===== src/rtl/page_walker.sv =====
// Virtual-to-physical translator: fully-associative TLB in front of a
// configurable-depth page-table walker with superpages and permission faults.
module page_walker #(
  parameter int LEVELS      = 2,
  parameter int IDX_W       = 10,
  parameter int TLB_ENTRIES = 8
) (
  input  logic        clk,
  input  logic        reset,
  input  logic        vm_enable,
  input  logic        flush_tlb,
  input  logic [31:0] ptbr,
  input  logic        req_valid,
  output logic        req_ready,
  input  logic [31:0] req_vaddr,
  input  logic        req_write,
  input  logic        req_exec,
  output logic        resp_valid,
  output logic [31:0] resp_paddr,
  output logic        resp_fault,
  output logic        mem_req_valid,
  input  logic        mem_req_ready,
  output logic [31:0] mem_addr,
  input  logic        mem_resp_valid,
  input  logic [31:0] mem_resp_data
);

  localparam int VPN_W = 20;
  localparam int LVL_W = (LEVELS > 1) ? $clog2(LEVELS) : 1;
  localparam int TI_W  = $clog2(TLB_ENTRIES);

  typedef enum logic [2:0] {
    S_IDLE, S_LOOKUP, S_WALK_REQ, S_WALK_WAIT, S_RESP
  } state_t;

  state_t r_state, w_next;

  logic [31:0]      r_vaddr;
  logic             r_write, r_exec;
  logic [VPN_W-1:0] r_base;
  logic [LVL_W-1:0] r_level;
  logic [31:0]      r_paddr;
  logic             r_fault;

  logic [TLB_ENTRIES-1:0] r_tlb_valid;
  logic [VPN_W-1:0]       r_tlb_tag  [TLB_ENTRIES];
  logic [VPN_W-1:0]       r_tlb_ppn  [TLB_ENTRIES];
  logic [2:0]             r_tlb_perm [TLB_ENTRIES];
  logic [LVL_W-1:0]       r_tlb_lvl  [TLB_ENTRIES];
  logic [TI_W-1:0]        r_rr;

  // VPN bits below a leaf at level lvl come straight from the virtual address.
  function automatic logic [VPN_W-1:0] low_mask(input logic [LVL_W-1:0] lvl);
    return (VPN_W'(1) << ((LEVELS - 1 - int'(lvl)) * IDX_W)) - VPN_W'(1);
  endfunction

  // perm = {X, W, R}; a store needs W, else a fetch needs X, else R.
  function automatic logic perm_ok(input logic [2:0] perm, input logic wr, input logic ex);
    if (wr)      return perm[1];
    else if (ex) return perm[2];
    else         return perm[0];
  endfunction

  function automatic logic [VPN_W-1:0] merge(input logic [VPN_W-1:0] ppn,
                                             input logic [VPN_W-1:0] vpn,
                                             input logic [VPN_W-1:0] mask);
    return (ppn & ~mask) | (vpn & mask);
  endfunction

  logic [VPN_W-1:0] w_vpn;
  logic [IDX_W-1:0] w_vpn_idx;
  logic [11:0]      w_mem_off;

  assign w_vpn     = r_vaddr[31:12];
  assign w_vpn_idx = IDX_W'(w_vpn >> ((LEVELS - 1 - int'(r_level)) * IDX_W));
  assign w_mem_off = 12'({w_vpn_idx, 2'b00});

  // TLB lookup and victim selection.
  logic            w_hit, w_hit_eff, w_has_free;
  logic [TI_W-1:0] w_hit_idx, w_free_idx, w_victim;

  always_comb begin
    // NOTE: every always_comb output gets a default first so no path infers a latch.
    w_hit      = 1'b0;
    w_hit_idx  = '0;
    w_has_free = 1'b0;
    w_free_idx = '0;
    for (int i = TLB_ENTRIES - 1; i >= 0; i--) begin
      if (r_tlb_valid[i] && (((r_tlb_tag[i] ^ w_vpn) & ~low_mask(r_tlb_lvl[i])) == '0)) begin
        w_hit     = 1'b1;
        w_hit_idx = TI_W'(i);
      end
      if (!r_tlb_valid[i]) begin
        w_has_free = 1'b1;
        w_free_idx = TI_W'(i);
      end
    end
  end

  assign w_hit_eff = w_hit && !flush_tlb;
  assign w_victim  = w_has_free ? w_free_idx : r_rr;

  logic        w_hit_fault;
  logic [31:0] w_hit_paddr;

  assign w_hit_fault = !perm_ok(r_tlb_perm[w_hit_idx], r_write, r_exec);
  assign w_hit_paddr = {merge(r_tlb_ppn[w_hit_idx], w_vpn, low_mask(r_tlb_lvl[w_hit_idx])),
                        r_vaddr[11:0]};

  // PTE decode for the walk step currently waiting on memory.
  logic             w_pte_v, w_pte_leaf, w_last, w_walk_descend, w_walk_fault, w_fill;
  logic [VPN_W-1:0] w_pte_ppn, w_walk_mask;
  logic [2:0]       w_pte_perm;
  logic [31:0]      w_walk_paddr;

  assign w_pte_v        = mem_resp_data[0];
  assign w_pte_perm     = mem_resp_data[3:1];
  assign w_pte_ppn      = mem_resp_data[31:12];
  assign w_pte_leaf     = mem_resp_data[1] | mem_resp_data[3];
  assign w_last         = (r_level == LVL_W'(LEVELS - 1));
  assign w_walk_mask    = low_mask(r_level);
  assign w_walk_descend = w_pte_v && !w_pte_leaf && !w_last;
  assign w_walk_fault   = !w_pte_v || (!w_pte_leaf && w_last) ||
                          (w_pte_leaf && (((w_pte_ppn & w_walk_mask) != '0) ||
                                          !perm_ok(w_pte_perm, r_write, r_exec)));
  assign w_walk_paddr   = {merge(w_pte_ppn, w_vpn, w_walk_mask), r_vaddr[11:0]};
  assign w_fill         = (r_state == S_WALK_WAIT) && mem_resp_valid &&
                          !w_walk_descend && !w_walk_fault && !flush_tlb;

  // Reserved PTE bits and the page offset of ptbr are intentionally ignored.
  logic w_unused;
  assign w_unused = &{1'b0, mem_resp_data[11:4], ptbr[11:0]};

  // FSM: state register.
  always_ff @(posedge clk) begin
    if (reset) r_state <= S_IDLE;
    else       r_state <= w_next;
  end

  // FSM: next state.
  always_comb begin
    w_next = r_state;
    unique case (r_state)
      S_IDLE:      if (req_valid) w_next = vm_enable ? S_LOOKUP : S_RESP;
      S_LOOKUP:    w_next = w_hit_eff ? S_RESP : S_WALK_REQ;
      S_WALK_REQ:  if (mem_req_ready) w_next = S_WALK_WAIT;
      S_WALK_WAIT: if (mem_resp_valid) w_next = w_walk_descend ? S_WALK_REQ : S_RESP;
      S_RESP:      w_next = S_IDLE;
      default:     w_next = S_IDLE;
    endcase
  end

  // FSM: outputs.
  always_comb begin
    req_ready     = 1'b0;
    resp_valid    = 1'b0;
    mem_req_valid = 1'b0;
    unique case (r_state)
      S_IDLE:     req_ready     = 1'b1;
      S_WALK_REQ: mem_req_valid = 1'b1;
      S_RESP:     resp_valid    = 1'b1;
      default: ;
    endcase
  end

  assign resp_paddr = r_paddr;
  assign resp_fault = r_fault;
  assign mem_addr   = {r_base, w_mem_off};

  // Request latch, walk progress, result registers and TLB control state.
  always_ff @(posedge clk) begin
    if (reset) begin
      r_vaddr     <= '0;
      r_write     <= 1'b0;
      r_exec      <= 1'b0;
      r_base      <= '0;
      r_level     <= '0;
      r_paddr     <= '0;
      r_fault     <= 1'b0;
      r_tlb_valid <= '0;
      r_rr        <= '0;
    end else begin
      unique case (r_state)
        S_IDLE: if (req_valid) begin
          r_vaddr <= req_vaddr;
          r_write <= req_write;
          r_exec  <= req_exec;
          if (!vm_enable) begin
            r_paddr <= req_vaddr;
            r_fault <= 1'b0;
          end
        end
        S_LOOKUP: if (w_hit_eff) begin
          r_paddr <= w_hit_fault ? 32'h0 : w_hit_paddr;
          r_fault <= w_hit_fault;
        end else begin
          r_level <= '0;
          r_base  <= ptbr[31:12];
        end
        S_WALK_WAIT: if (mem_resp_valid) begin
          if (w_walk_descend) begin
            r_base  <= w_pte_ppn;
            r_level <= r_level + 1'b1;
          end else begin
            r_paddr <= w_walk_fault ? 32'h0 : w_walk_paddr;
            r_fault <= w_walk_fault;
          end
        end
        default: ;
      endcase

      if (flush_tlb) begin
        r_tlb_valid <= '0;
      end else if (w_fill) begin
        r_tlb_valid[w_victim] <= 1'b1;
        if (!w_has_free) r_rr <= r_rr + 1'b1;
      end
    end
  end

  // NOTE: entry payload has no reset; the valid bits alone decide whether it is used.
  always_ff @(posedge clk) begin
    if (w_fill) begin
      r_tlb_tag[w_victim]  <= w_vpn;
      r_tlb_ppn[w_victim]  <= w_pte_ppn;
      r_tlb_perm[w_victim] <= w_pte_perm;
      r_tlb_lvl[w_victim]  <= r_level;
    end
  end

endmodule

===== config.mk =====
export PLATFORM = sky130hd
export DESIGN_NAME = page_walker
export DESIGN_NICKNAME = d
export VERILOG_FILES = /design/src/rtl/page_walker.sv
export SDC_FILE = /design/constraint.sdc
export NUM_CORES = 1
export LEC_CHECK = 0
export ABC_AREA = 1
export CAP_MARGIN = 20
export CORE_MARGIN = 4
export CORE_UTILIZATION = 53
export CTS_CLUSTER_DIAMETER = 30
export DETAILED_ROUTE_END_ITERATION = 7
export DONT_BUFFER_PORTS = 1
export GPL_ROUTABILITY_DRIVEN = 0
export GPL_TIMING_DRIVEN = 1
export PLACE_DENSITY = 0.68
export SYNTH_ARGS = -nofsm -noshare
export SYNTH_HDL_FRONTEND = slang
export SYNTH_SLANG_ARGS = --single-unit

===== constraint.sdc =====
create_clock -name clk -period 12.6 [get_ports clk]
set_input_delay 1.26 -clock clk [delete_from_list [all_inputs] [get_ports clk]]
set_output_delay 1.26 -clock clk [all_outputs]
set_load 0.005 [all_outputs]

# Yosys cells after proc, flatten, opt, wreduce, memory -nomap -nowiden
# Memory sizes are Yosys's and may differ from the RTL's.
# Cells that the tools add are included.
totals:
  ff_bits: 102
  n_memories: 4
  word_cells: 228
  mem_bits_rw: 352
  inputBits: 105
classes:
  mul: 10
  n_eq_ne: 12
  n_addsub: 22
  bitwise: 37
  magnitude_cmp: 2
  reduce_logical: 47
  n_shift: 11
  mux: 73
memory_table:
  columns: ["memory", "depth", "width", "rd", "rd_clocked_by_memory_dff", "wr", "line_no", "source"]
  rows:
  - ["r_tlb_ppn", 8, 20, 1, 0, 1, "47", "logic [VPN_W-1:0] r_tlb_ppn [TLB_ENTRIES];"]
  - ["r_tlb_tag", 8, 20, 8, 0, 1, "46", "logic [VPN_W-1:0] r_tlb_tag [TLB_ENTRIES];"]
  - ["r_tlb_perm", 8, 3, 1, 0, 1, "48", "logic [2:0] r_tlb_perm [TLB_ENTRIES];"]
  - ["r_tlb_lvl", 8, 1, 9, 0, 1, "49", "logic [LVL_W-1:0] r_tlb_lvl [TLB_ENTRIES];"]
ops:
  columns: ["cell", "count"]
  rows:
  - ["left shift 1 x 32 -> 20 bit (first input constant)", 10]
  - ["bitwise AND 20 bit", 13]
  - ["2-to-1 mux 32 bit", 7]
  - ["inverter 20 bit", 10]
  - ["subtractor 20 x 2 -> 20 bit (second input constant)", 10]
  - ["zero test 20 bit", 8]
  - ["bitwise XOR 20 bit", 8]
  - ["case mux 32 bit (3 select lines)", 1]
  - ["2-to-1 mux 3 bit", 23]
  - ["multiplier 2 x 4 -> 6 bit (second input constant)", 10]
  - ["2-to-1 mux 20 bit", 3]
  - ["OR 20 bit", 2]
  - ["case mux 20 bit (2 select lines)", 1]
  - ["2-to-1 mux 1 bit", 34]
  - ["right shift 20 x 32 -> 10 bit", 1]
  - ["nonzero test 20 bit", 1]
  - ["subtractor 1 x 1 -> 2 bit (first input constant)", 10]
  - ["logical AND 1 bit", 18]
  - ["!= test 2 bit (second input constant)", 8]
  - ["case mux 3 bit (4 select lines)", 1]
  - ["zero test 1 bit", 8]
  - ["OR 8 bit", 1]
  - ["equality test 3 x 2 -> 1 bit (second input constant)", 2]
  - ["AND reduction 3 bit", 2]
  - ["19 further kinds", 22]

# Longest topological paths before layout
# Gate-level depths: netlist of the first run.
# An unclocked memory read counts as a cell.
logic_depth:
  ltp_word: 28
  ltp_mapped: 31
  depth_no_buf: 27

# Worst setup path before layout of the first run
# Ideal clock, no wire load.
synth_path:
  kind: "input port to flip-flop"
  startpoint: "input port mem_resp_data[14]"
  endpoint: "memory r_tlb_lvl[1] (netlist name), enable pin"
  slack_ns: 7.792
  n_path_buf: 0
  cell_stages: 10
  t_arrival_ns: 4.361
  cell_sequence: "nor4_1 > and3_1 > o21ai_0 > nand2_1 > inv_1 > nor4_1 > inv_1 > nor2_1 > inv_1 > nor2_1"
synth_between:
  elab_chain_len: 10
synth_rtl:
  columns: ["element", "line_no", "source"]
  rows:
  - ["start, declared", "25", "input logic [31:0] mem_resp_data"]
  - ["bitwise AND 20 bit", "124", "(w_pte_leaf && (((w_pte_ppn & w_walk_mask) != '0) ||"]
  - ["nonzero test 20 bit", "124", null]
  - ["logical OR 1 bit", "124", null]
  - ["logical AND 1 bit", "124", null]
  - ["logical OR 1 bit", "123", "assign w_walk_fault = !w_pte_v || (!w_pte_leaf && w_last) ||"]
  - ["zero test 1 bit", "128", "!w_walk_descend && !w_walk_fault && !flush_tlb;"]
  - ["logical AND 1 bit (2 in a row)", "128", null]
  - ["2-to-1 mux 1 bit", "223", "if (w_fill) begin"]
  - ["2-to-1 mux 1 bit (implied by the code)", "227", "r_tlb_lvl[w_victim] <= r_level;"]
  - ["end, declared", "49", null]
# Every way passes these cells.

# Worst setup path in the final report of the first run
layout_path:
  startpoint: "register r_vaddr[15]"
  endpoint: "register r_paddr[4] (netlist: resp_paddr[4])"
layout_between:
  elab_chain_len: 18
  elab_cells_between_ends: 57
layout_rtl:
  columns: ["element", "line_no", "source"]
  rows:
  - ["start, declared", "38", "logic [31:0] r_vaddr;"]
  - ["start signal, assigned", "185", "r_vaddr <= req_vaddr;"]
  - ["bitwise XOR 20 bit", "89", "if (r_tlb_valid[i] && (((r_tlb_tag[i] ^ w_vpn) & ~low_mask(r_tlb_lvl[i])) == '0)) begin"]
  - ["bitwise AND 20 bit", "89", null]
  - ["zero test 20 bit", "89", null]
  - ["logical AND 1 bit", "89", null]
  - ["2-to-1 mux 3 bit (8 in a row)", "89", null]
  - ["memory (8 x 3 bit)", null, null]
  - ["2-to-1 mux 1 bit", "60", "else if (ex) return perm[2];"]
  - ["2-to-1 mux 1 bit", "59", "if (wr) return perm[1];"]
  - ["2-to-1 mux 32 bit", "194", "r_paddr <= w_hit_fault ? 32'h0 : w_hit_paddr;"]
  - ["2-to-1 mux 32 bit", "193", "S_LOOKUP: if (w_hit_eff) begin"]
  - ["case mux 32 bit (3 select lines)", "183", "unique case (r_state)"]
  - ["end signal, assigned", "189", "r_paddr <= req_vaddr;"]
  - ["end signal, assigned", "194", null]
  - ["end signal, assigned", "205", "r_paddr <= w_walk_fault ? 32'h0 : w_walk_paddr;"]
  - ["end, declared", "42", "logic [31:0] r_paddr;"]
# Several ways; a longest one is shown, not always the timed one. The select of a mux whose other input is x is not followed.
# A chain may end at the register's enable or synchronous reset.

==> results.md, run 1 <==
* Actual slew at the worst max-slew pin at 1110 ps
* Antenna Violating Nets Remaining at 0
* I/O Pins at about 170
* Vias in the first global route at about 15000
* Clock Tree Root: clkbuf_16
* Area grow syn2layout at 16.7%
* Seq cells post-synth at 454
* Slew margin rel. at 25.5%
* RSZ-0062 raised after global routing: no
* Die H at approximately 200 um
* Startpoint types: flop
* Die width at between 200 and 250 um
* CTS H-tree lvls at 3
* PD cells at around 190 nW/um^2
* Residual DRC at 4
* Critical Path Slowest Stage Cell: dfxtp_1
* Resized Gates After CTS at 0
* Num CTS Buffers at 86
* Clock sink count at approximately 450
* CP Capture Type: flop
* Initial antenna violation count at 2
* Number of detailed-route iterations in the first pass at 8
* VDD IR max at 0.000114 V
* Tightest Hold Check Type: flop to flop
* All-Layer GR Usage at a little over a quarter
* Share of flip-flops with an asynchronous set or reset at 0%
* Register area share after synthesis at around three fifths
* Largest net degree at the start of global routing at 84
* Synth Flop Type: edfxtp_1
* Total negative setup slack at 0 ps
* Final Non-Filler Cells at roughly 2700
* Grt total ovfl at 0
* Failing checks: design-rule violations
* Wirelength, routed at around 57000 um
* Proportion of layout cells with a drive suffix above 1 at about 11%
* Avg Cell Area, Syn at roughly 10 um^2
* Setup-failing EPs final at 0
* Most used cell, CP: nand2_1
* Fin util at approximately 63%
* CTS clk-pin slew, worst paths at around 50 ps
* HPWL after DPL at ~35000 um
* Critical Path RT at ~13000 ps
* Fin crit share at 44.9%
* Rows at 71
* Clk Latency, worst-skew pair at a little over 600 ps
* Nets@finish at roughly 2200
* Drt wl/cell at 21.3 um
* Initial Util at 54.0%
* Outcome: finished, violations left
* Placed cell count at about 2500
* Post-synth EDFFs at ~350
* Iter 0 DRT Violations at roughly 1500
* Dpl ws at roughly 6900 ps
* Port buffer count at 0
* Skew final at approximately 19 ps
* Vias/cell at 5.86
* Slew Limit Fails at 0
* Placed cell area at a little over 20000 um^2
* LEAKAGE at 0.00882 uW
* Max stage delay on crit path at between 800 and 900 ps
* Most common cell after layout, fill and taps aside: nand2_1
* WP data arrival at 6180 ps
* CP top delay family: simple AND/OR/NAND/NOR gates
* Routed via count at between 15000 and 20000
* Postcts setup bufs at 0
* TritonCTS clock tree: built
* CP Class: flop to flop
* First-pass GRT wire length at around 86000 um
* Cell variety after synth at 50
* Max-cap viol count at 0
* Min Clock Period, post-route at between 5000 and 6000 ps
* Synthesized area at roughly 20000 um^2
* Synth Instances at 2078
* Most frequent cells in the layout: 452 x nand2_1, 352 x edfxtp_1, 239 x nor2_1
* Max Freq at between 150 and 200 MHz
* Design area at ~24000 um^2
* Fillers at between 3000 and 4000
* Core area at roughly 38000 um^2
* Hold-fix buffers at CTS at 0
* Critical-path cell list: inv_2 -> nand2_1 -> o21ai_1 -> nor4_1 -> nand3_1 -> nand2_1 -> nand4_2 -> nand2_4 -> buf_4 -> nand2_1 -> nand3_1 -> nand3_1 -> nand2_1 -> nand2_1 -> nand2_2 -> nand2_1 -> nand2_1 -> nand2_1 -> a21oi_1
* Final setup margin at 6940 ps
* Total number of yosys warnings at 0
* Buffer depth of the longest clock path at 3
* Area of the die at between 40000 and 50000 um^2
* Fin. Hold Viols at 0
* Critical Path Fanout Max at just over 80
* Buf+Inv Stages, Crit Path at 2
-- routing by layer --
metal  vias to the layer above  share of wire [%]  wire length, um  track usage (%)
met5                         -              0.018               10                0
li1                       7202                  -                -                -
met1                      7562                 39            22300             34.3
met3                       155                9.4             5350             6.41
met4                         2                3.8             2160             10.6
met2                       749                 48            27100             44.0
-- power by group --
part           total, uW  internal (uW)  switching [uW]
clock network       2420           1630             796
logic                327           97.7             230
registers           1730           1670            59.1
total               4480           3400            1080
-- cells by family after synthesis --
logic type | Yosys count | synth area share [%]
buffers and inverters | 238 | 5.54
adders and majority gates | 1 | 0.0613
DFF | 454 | 61.8
AOI/OAI and AO/OA | 336 | 9.05
xor gates and xnor gates | 77 | 3.30
other | 1 | 0.0184
and+or+nand+nor | 971 | 20.3
-- path summary, 6_finish.rpt --
check               from             to  slack [ps]  cells after the start
max          r_vaddr[15]  resp_paddr[4]        6940                     19
min          r_vaddr[11]    r_vaddr[11]         460                      2
max reg2reg  r_vaddr[15]  resp_paddr[4]        6940                     19
min reg2reg  r_vaddr[11]    r_vaddr[11]         460                      2
-- stage by stage --
stage	hold slack (ps)	power (uW)
after floorplan	439	1980
after global placement	444	2070
after detailed placement	454	2080
after CTS	461	4500
after global routing	490	4620
final	460	4480
-- Yosys cell counts (3+ instances only) --
cell type | instances | area (um^2)
buf_2 | 21 | 105
or2_1 | 5 | 31.3
nor3_1 | 22 | 110
o22ai_1 | 8 | 50.1
o21ai_1 | 37 | 185
nor4_1 | 19 | 119
buf_6 | 16 | 180
a211oi_1 | 11 | 82.6
nand3_1 | 154 | 771
inv_1 | 103 | 387
nand2_2 | 3 | 18.8
or2_0 | 9 | 56.3
a31oi_1 | 30 | 188
a21oi_2 | 4 | 35.0
xnor2_1 | 32 | 280
nand4_1 | 29 | 181
nand2_1 | 454 | 1700
nand3b_1 | 6 | 45.0
or2_2 | 11 | 68.8
buf_4 | 23 | 173
o21ai_0 | 109 | 546
xor2_1 | 45 | 394
nor2_1 | 247 | 927
dfxtp_1 | 102 | 2040
a21oi_1 | 115 | 576
edfxtp_1 | 352 | 10600
clkbuf_1 | 49 | 184
a221oi_1 | 12 | 105
inv_2 | 19 | 71.3
-- registers in the layout (all words and copies together) (netlist names), 8 cells and up --
signal / count
r_vaddr: 32
r_tlb_valid: 8
r_base: 20
r_tlb_lvl: 8
r_tlb_ppn: 160
r_tlb_perm: 24
resp_paddr: 32
r_tlb_tag: 160
-- area by class of cell --
type | instances | area, um^2 | share of cell area [%]
multi-input cells | 1387 | 6770 | 28.4
clock buffers | 99 | 2250 | 9.45
clock inverters | 63 | 850 | 3.56
inverters | 127 | 482 | 2.02
well taps | 511 | 639 | 2.68
flip-flops and latches | 454 | 12600 | 52.9
diodes | 1 | 2.50 | 0.0105
repair buffers | 31 | 233 | 0.976
-- worst min-delay path: stages (launching register included) --
cell	delay [ps]
dfxtp_1	300
nand2_1	60
a21oi_1	50
Note: power is estimated with default switching activity, not from simulation.
==> inputs of run 2 (changes only) <==
Settings changed: PLACE_DENSITY 0.68 to 0.71.
Clock period 12.6 ns to 5.2 ns, I/O delays scaled along.
==> run 2 against run 1 <==
Net effect:
- the flow now finishes without violations
- flip-flop and latch count unchanged
- clock-buffer cell count rose by 7
- clock power rose by 140%
- global-route usage is 1.7 points higher
- combinational power grew to 2.7 times the previous value
- sequential power grew 140%
- non-clock buffer count increased by 50
- total power increased by 140%
- die area did not move
- worst hold slack worse by 440 ps
- design area is 2.2% higher
==> results.md, run 2 (synthesis gave the netlist of run 1 again) <==
* Outcome: finished, final reports clean (was finished, violations left)
* Clock Tree Root: clkbuf_16 (unchanged)
* HPWL after DPL at 37200 um (was 35300 um)
* Die H at 204 um (unchanged)
* All-Layer GR Usage at 28.4% (was 26.7%)
* Residual DRC at 0 (was 4)
* Buffer depth of the longest clock path at 3 (unchanged)
* Number of detailed-route iterations in the first pass at 6 (was 8)
* Core area at 37800 um^2 (unchanged)
* Slew margin rel. at 26.2% (was 25.5%)
* Area grow syn2layout at 19.2% (was 16.7%)
* CTS clk-pin slew, worst paths at 60 ps (was 50 ps)
* Drt wl/cell at 22.0 um (was 21.3 um)
* Num CTS Buffers at 90 (was 86)
* Port buffer count at 0 (unchanged)
* Min Clock Period, post-route at 4290 ps (was 5660 ps)
* Largest net degree at the start of global routing at 45 (was 84)
* PD cells at 449 nW/um^2 (was 188 nW/um^2)
* First-pass GRT wire length at 91800 um (was 86200 um)
* Rows at 71 (unchanged)
* Fin util at 64.4% (was 63.0%)
* Setup-failing EPs final at 0 (unchanged)
* Iter 0 DRT Violations at 1936 (was 1534)
* Sequential Power Share at 38.1% (was 38.7%)
* Most common cell after layout, fill and taps aside: nand2_1 (unchanged)
* Largest registers: r_tlb_ppn (160), r_tlb_tag (160) (unchanged)
* Initial antenna violation count at 1 (was 2)
* Vias/cell at 5.88 (was 5.86)
* Max-cap viol count at 0 (unchanged)
* I/O Pins at 173 (unchanged)
* Clk Latency, worst-skew pair at 610 ps (about the same)
* Vias in the first global route at 15900 (was 15300)
* TritonCTS clock tree: built (unchanged)
* Dpl ws at 1050 ps (was 6910 ps)
* Actual slew at the worst max-slew pin at 1110 ps (about the same)
* Comb power frac at 8.1% (was 7.3%)
* Final setup margin at 912 ps (was 6940 ps)
* CP Capture Type: flop (unchanged)
* Slew Limit Fails at 0 (unchanged)
* Max stage delay on crit path at 660 ps (was 850 ps)
* Grt total ovfl at 0 (unchanged)
* Critical Path Fanout Max at 22 (was 83)
* Critical-path cell list: buf_4 -> xor2_1 -> nor4_1 -> nand3_1 -> nand2_1 -> nand2_1 -> nand2_2 -> inv_2 -> nand2_1 -> nand3_2 -> nand3_1 -> nand3_1 -> nand3_1 -> nand3_1 -> nand2_2 -> nand2_1 -> inv_2 -> nand2_1 -> a21oi_1 (was inv_2 -> nand2_1 -> o21ai_1 -> nor4_1 -> nand3_1 -> nand2_1 -> nand4_2 -> nand2_4 -> buf_4 -> nand2_1 -> nand3_1 -> nand3_1 -> nand2_1 -> nand2_1 -> nand2_2 -> nand2_1 -> nand2_1 -> nand2_1 -> a21oi_1)
* Fin. Hold Viols at 0 (unchanged)
* Tightest Hold Check Type: primary input to flop (was flop to flop)
* Critical Path RT at 5720 ps (was 13120 ps)
* Total negative setup slack at 0 ps (unchanged)
* Max Freq at 233 MHz (was 177 MHz)
* WP data arrival at 4800 ps (was 6180 ps)
* CP Class: flop to flop (unchanged)
* Internal cell power at 8210 uW (was 3400 uW)
* Switching Share at 24.8% (was 24.2%)
* Design area at 24400 um^2 (was 23800 um^2)
* Area of the die at 41700 um^2 (unchanged)
* VDD IR max at 0.000316 V (was 0.000114 V)
* Fillers at 2877 (was 3050)
* Final Non-Filler Cells at 2729 (was 2673)
* Clock power share at 53.7% (was 54.0%)
* Clock sink count at 454 (unchanged)
* Startpoint types: flop (unchanged)
* Wirelength, routed at 60000 um (was 56900 um)
* Nets@finish at 2247 (was 2193)
* Initial Util at 54.0% (unchanged)
* Skew final at 28.6 ps (was 18.7 ps)
* RSZ-0062 raised after global routing: no (unchanged)
* Antenna Violating Nets Remaining at 0 (unchanged)
* Routed via count at 16000 (was 15700)
* Psw at 2710 uW (was 1080 uW)
* LEAKAGE at 0.00907 uW (was 0.00882 uW)
* Fin crit share at 82.5% (was 44.9%)
* Die width at 204 um (unchanged)
* Most frequent cells in the layout: 452 x nand2_1, 352 x edfxtp_1, 239 x nor2_1 (unchanged)
* Placed cell count at 2538 (was 2510)
* Placed cell area at 21000 um^2 (was 20700 um^2)
* Critical Path Slowest Stage Cell: dfxtp_1 (unchanged)
* Proportion of layout cells with a drive suffix above 1 at 12.1% (was 11.1%)
* CTS H-tree lvls at 3 (unchanged)
run 2: path summary, 6_finish.rpt:
path / start / end / slack [ps] / depth (start not counted)
worst max-delay path: r_vaddr[20] / resp_paddr[12] / 910 / 19
worst max register to register: r_vaddr[20] / resp_paddr[12] / 910 / 19
worst min-delay path: mem_resp_data[24] / r_tlb_ppn[4][12] / 20 / 0
worst min register to register: r_vaddr[10] / r_vaddr[10] / 460 / 2
run 2: layout make-up:
class	instances	area (um^2)	area share (%)
Inverter	127	482	1.98
Sequential cell	454	12600	51.8
Tap cell	511	639	2.63
Clock buffer	106	2410	9.92
Antenna cell	1	2.50	0.0103
Multi-Input combinational cell	1387	6770	27.8
Timing Repair Buffer	81	711	2.92
Clock inverter	62	727	2.98
run 2: worst max-delay path, delay by kind of cell (launching register included):
family          cells  cell delay [ps]
simple gates       14             2760
flops               1              660
buf+inv             3              510
xor+xnor            1               90
compound gates      1              130
run 2: stage by stage:
step                      total power (uW)  hold WS (ps)
after floorplan                       4810           439
after global placement                5040           442
after detailed placement              5070           448
after CTS                            10900         0.714
after global routing                 11200          1.98
final                                10900          16.5
run 2: power by group through the flow:
stage / combinational [uW] / sequential (uW) / clock [uW]
final: 886 / 4170 / 5870
after global placement: 815 / 4230 / 0
after detailed placement: 837 / 4230 / 0
after global routing: 975 / 4170 / 6090
after CTS: 874 / 4170 / 5900
after floorplan: 610 / 4200 / 0
run 2: timing repair:
action,in CTS,in global routing
hold buffers,22,0
buffers inserted,0,0
endpoints found under the hold margin,130,0
resized for setup,0,0
run 2: metal layers:
layer  up-vias  track usage [%]  part of all wire (%)  wire length [um]
li1       7331                -                     -                 -
met3       179             7.93                    12              7030
met1      7543             35.7                    36             21900
met4         2             13.6                   5.0              3010
met2       988             45.7                    47             28000
met5         -                0                 0.022                13
==> inputs of run 3 (changes only) <==
Settings changed: PLACE_DENSITY 0.71 to 0.68.
Clock period 5.2 ns to 4 ns, I/O delays scaled along.
==> run 3 against run 2 <==
Net effect:
- design area up 4.3%
- combinational power up 44%
- clock power up 41%
- via count up 3.3%
- global-route usage up 0.56 points
- clock-buffer cell count up 10
- largest cell class unchanged
- largest power group unchanged
==> results.md, run 3 (synthesis gave the netlist of run 1 again) <==
* Critical Path Fanout Max at 15 (was 22)
* Design Power at 15000 uW (was 10900 uW)
* Tightest Hold Check Type: primary input to flop (unchanged)
* Min Clock Period, post-route at 3720 ps (was 4290 ps)
* Residual DRC at 0 (unchanged)
* Hold Slack at 14.4 ps (was 16.5 ps)
* Postcts setup bufs at 0 (unchanged)
* Buffer depth of the longest clock path at 3 (unchanged)
* Max Freq at 269 MHz (was 233 MHz)
* Clk Latency, worst-skew pair at 630 ps (was 610 ps)
* Nets@finish at 2326 (was 2247)
* Initial Util at 54.0% (unchanged)
* Startpoint types: flop (unchanged)
* First-pass GRT wire length at 93300 um (was 91800 um)
* Num CTS Buffers at 99 (was 90)
* Die H at 204 um (unchanged)
* PD cells at 590 nW/um^2 (was 449 nW/um^2)
* WP data arrival at 4220 ps (was 4800 ps)
* Setup-failing EPs final at 0 (unchanged)
* CP Class: flop to flop (unchanged)
* Routed via count at 16600 (was 16000)
* Antenna Violating Nets Remaining at 0 (unchanged)
* Most frequent cells in the layout: 452 x nand2_1, 352 x edfxtp_1, 239 x nor2_1 (unchanged)
* Initial antenna violation count at 4 (was 1)
* Area of the die at 41700 um^2 (unchanged)
* Reg2Reg Launch Point: r_vaddr[14] (was r_vaddr[20])
* Critical Path RT at 4500 ps (was 5720 ps)
* Actual slew at the worst max-slew pin at 954 ps (was 1110 ps)
* Crit path capture: resp_paddr[12] (unchanged)
* Worst reg-to-reg path cell count at 19 (unchanged)
* CTS H-tree lvls at 3 (unchanged)
* Fin crit share at 93.1% (was 82.5%)
* Most common cell after layout, fill and taps aside: nand2_1 (unchanged)
* Clock Tree Root: clkbuf_16 (unchanged)
* Slew margin rel. at 36.1% (was 26.2%)
* Largest registers: r_tlb_ppn (160), r_tlb_tag (160) (unchanged)
* I/O Pins at 173 (unchanged)
* Grt total ovfl at 0 (unchanged)
* Area grow syn2layout at 24.3% (was 19.2%)
* Port buffer count at 0 (unchanged)
* Max-cap viol count at 0 (unchanged)
* CTS clk-pin slew, worst paths at 50 ps (was 60 ps)
* Number of detailed-route iterations in the first pass at 8 (was 6)
* Drt wl/cell at 21.7 um (was 22.0 um)
* Outcome: finished, final reports clean (unchanged)
* Wirelength, routed at 61200 um (was 60000 um)
* Worst R2R End: resp_paddr[12] (unchanged)
* Die width at 204 um (unchanged)
* Vias in the first global route at 16500 (was 15900)
* Iter 0 DRT Violations at 1789 (was 1936)
* Clock sink count at 454 (unchanged)
* Critical Path Source: r_vaddr[14] (was r_vaddr[20])
* LEAKAGE at 0.00954 uW (was 0.00907 uW)
* Largest net degree at the start of global routing at 60 (was 45)
* Rows at 71 (unchanged)
* HPWL after DPL at 37700 um (was 37200 um)
* Skew final at 35.0 ps (was 28.6 ps)
* Flop-to-flop setup slack at 280 ps (was 910 ps)
* Core area at 37800 um^2 (unchanged)
* TritonCTS clock tree: built (unchanged)
* Vias/cell at 5.88 (about the same)
* Slew Limit Fails at 0 (unchanged)
* All-Layer GR Usage at 29.0% (was 28.4%)
* Fin util at 67.1% (was 64.4%)
* VDD IR max at 0.000429 V (was 0.000316 V)
* CP Capture Type: flop (unchanged)
* Proportion of layout cells with a drive suffix above 1 at 13.3% (was 12.1%)
* Fin. Hold Viols at 0 (unchanged)
[run 3: worst max-delay path, cell delays in order (launching register included)]
cell and delay (ps):
dfxtp_1 470, buf_4 290, nand2_1 70, nand2_1 70, nand2_1 40, nor2_1 90, nand3_1 180, a21oi_2 200
inv_1 50, nand2_1 70, nand3_1 200, a21oi_4 540, buf_4 290, buf_4 140, nand3_1 80, a21oi_1 150
or2_0 310, a21oi_1 190, nand2_1 110, a21oi_1 60
[run 3: worst min path at each step]
| stage | from | to | slack [ps] | cells past startpoint |
|---|---|---|---|---|
| final | req_vaddr[17] | r_vaddr[17] | 10 | 2 |
| after floorplan | r_vaddr[3] | resp_paddr[3] | 440 | 2 |
| after CTS | req_vaddr[17] | r_vaddr[17] | 0.004 | 2 |
| after global placement | r_vaddr[11] | r_vaddr[11] | 440 | 2 |
| after global routing | req_vaddr[17] | r_vaddr[17] | 20 | 2 |
| after detailed placement | r_vaddr[10] | r_vaddr[10] | 450 | 2 |
[run 3: layer usage]
metal	global-route usage [%]	wire length (um)	vias to the layer above
met5	0	8	-
met4	15.4	3310	2
met3	7.82	6030	228
met2	47.1	29000	924
met1	35.6	22900	7922
li1	-	-	7492
[run 3: repair_timing]
item	CTS	global route
gates resized for setup	0	5
hold endpoints to repair	261	0
endpoints found under the setup margin	0	28
hold buffers	72	0
[run 3: area by class of cell]
cell class | instances | area, um^2
sequential | 454 | 12600
inverter | 127 | 482
clock buffer | 116 | 2580
multi-input combinational | 1387 | 6780
tap | 511 | 639
fill | 2811 | 12500
clock inverter | 71 | 876
timing repair buffer | 151 | 1420
antenna | 1 | 2.50
[run 3: where the power goes]
group	switching [uW]	internal, uW
clock	2650	5650
combinational	865	412
sequential	132	5270
[run 3: metrics by stage]
| stage | area, um^2 | std cells | setup WS [ps] | setup TNS, ps |
|---|---|---|---|---|
| 3_5_place_dp | 21200 | 2557 | 326 | 0 |
| 4_1_cts | 25400 | 2816 | 247 | 0 |
| 6_report | 25400 | 2818 | 277 | 0 |
| 3_3_place_gp | 21100 | 2556 | 379 | 0 |
| 2_1_floorplan | 20400 | 2079 | -80.7 | -22640 |
| 5_1_grt | 25400 | 2817 | -20.1 | -20.1 |
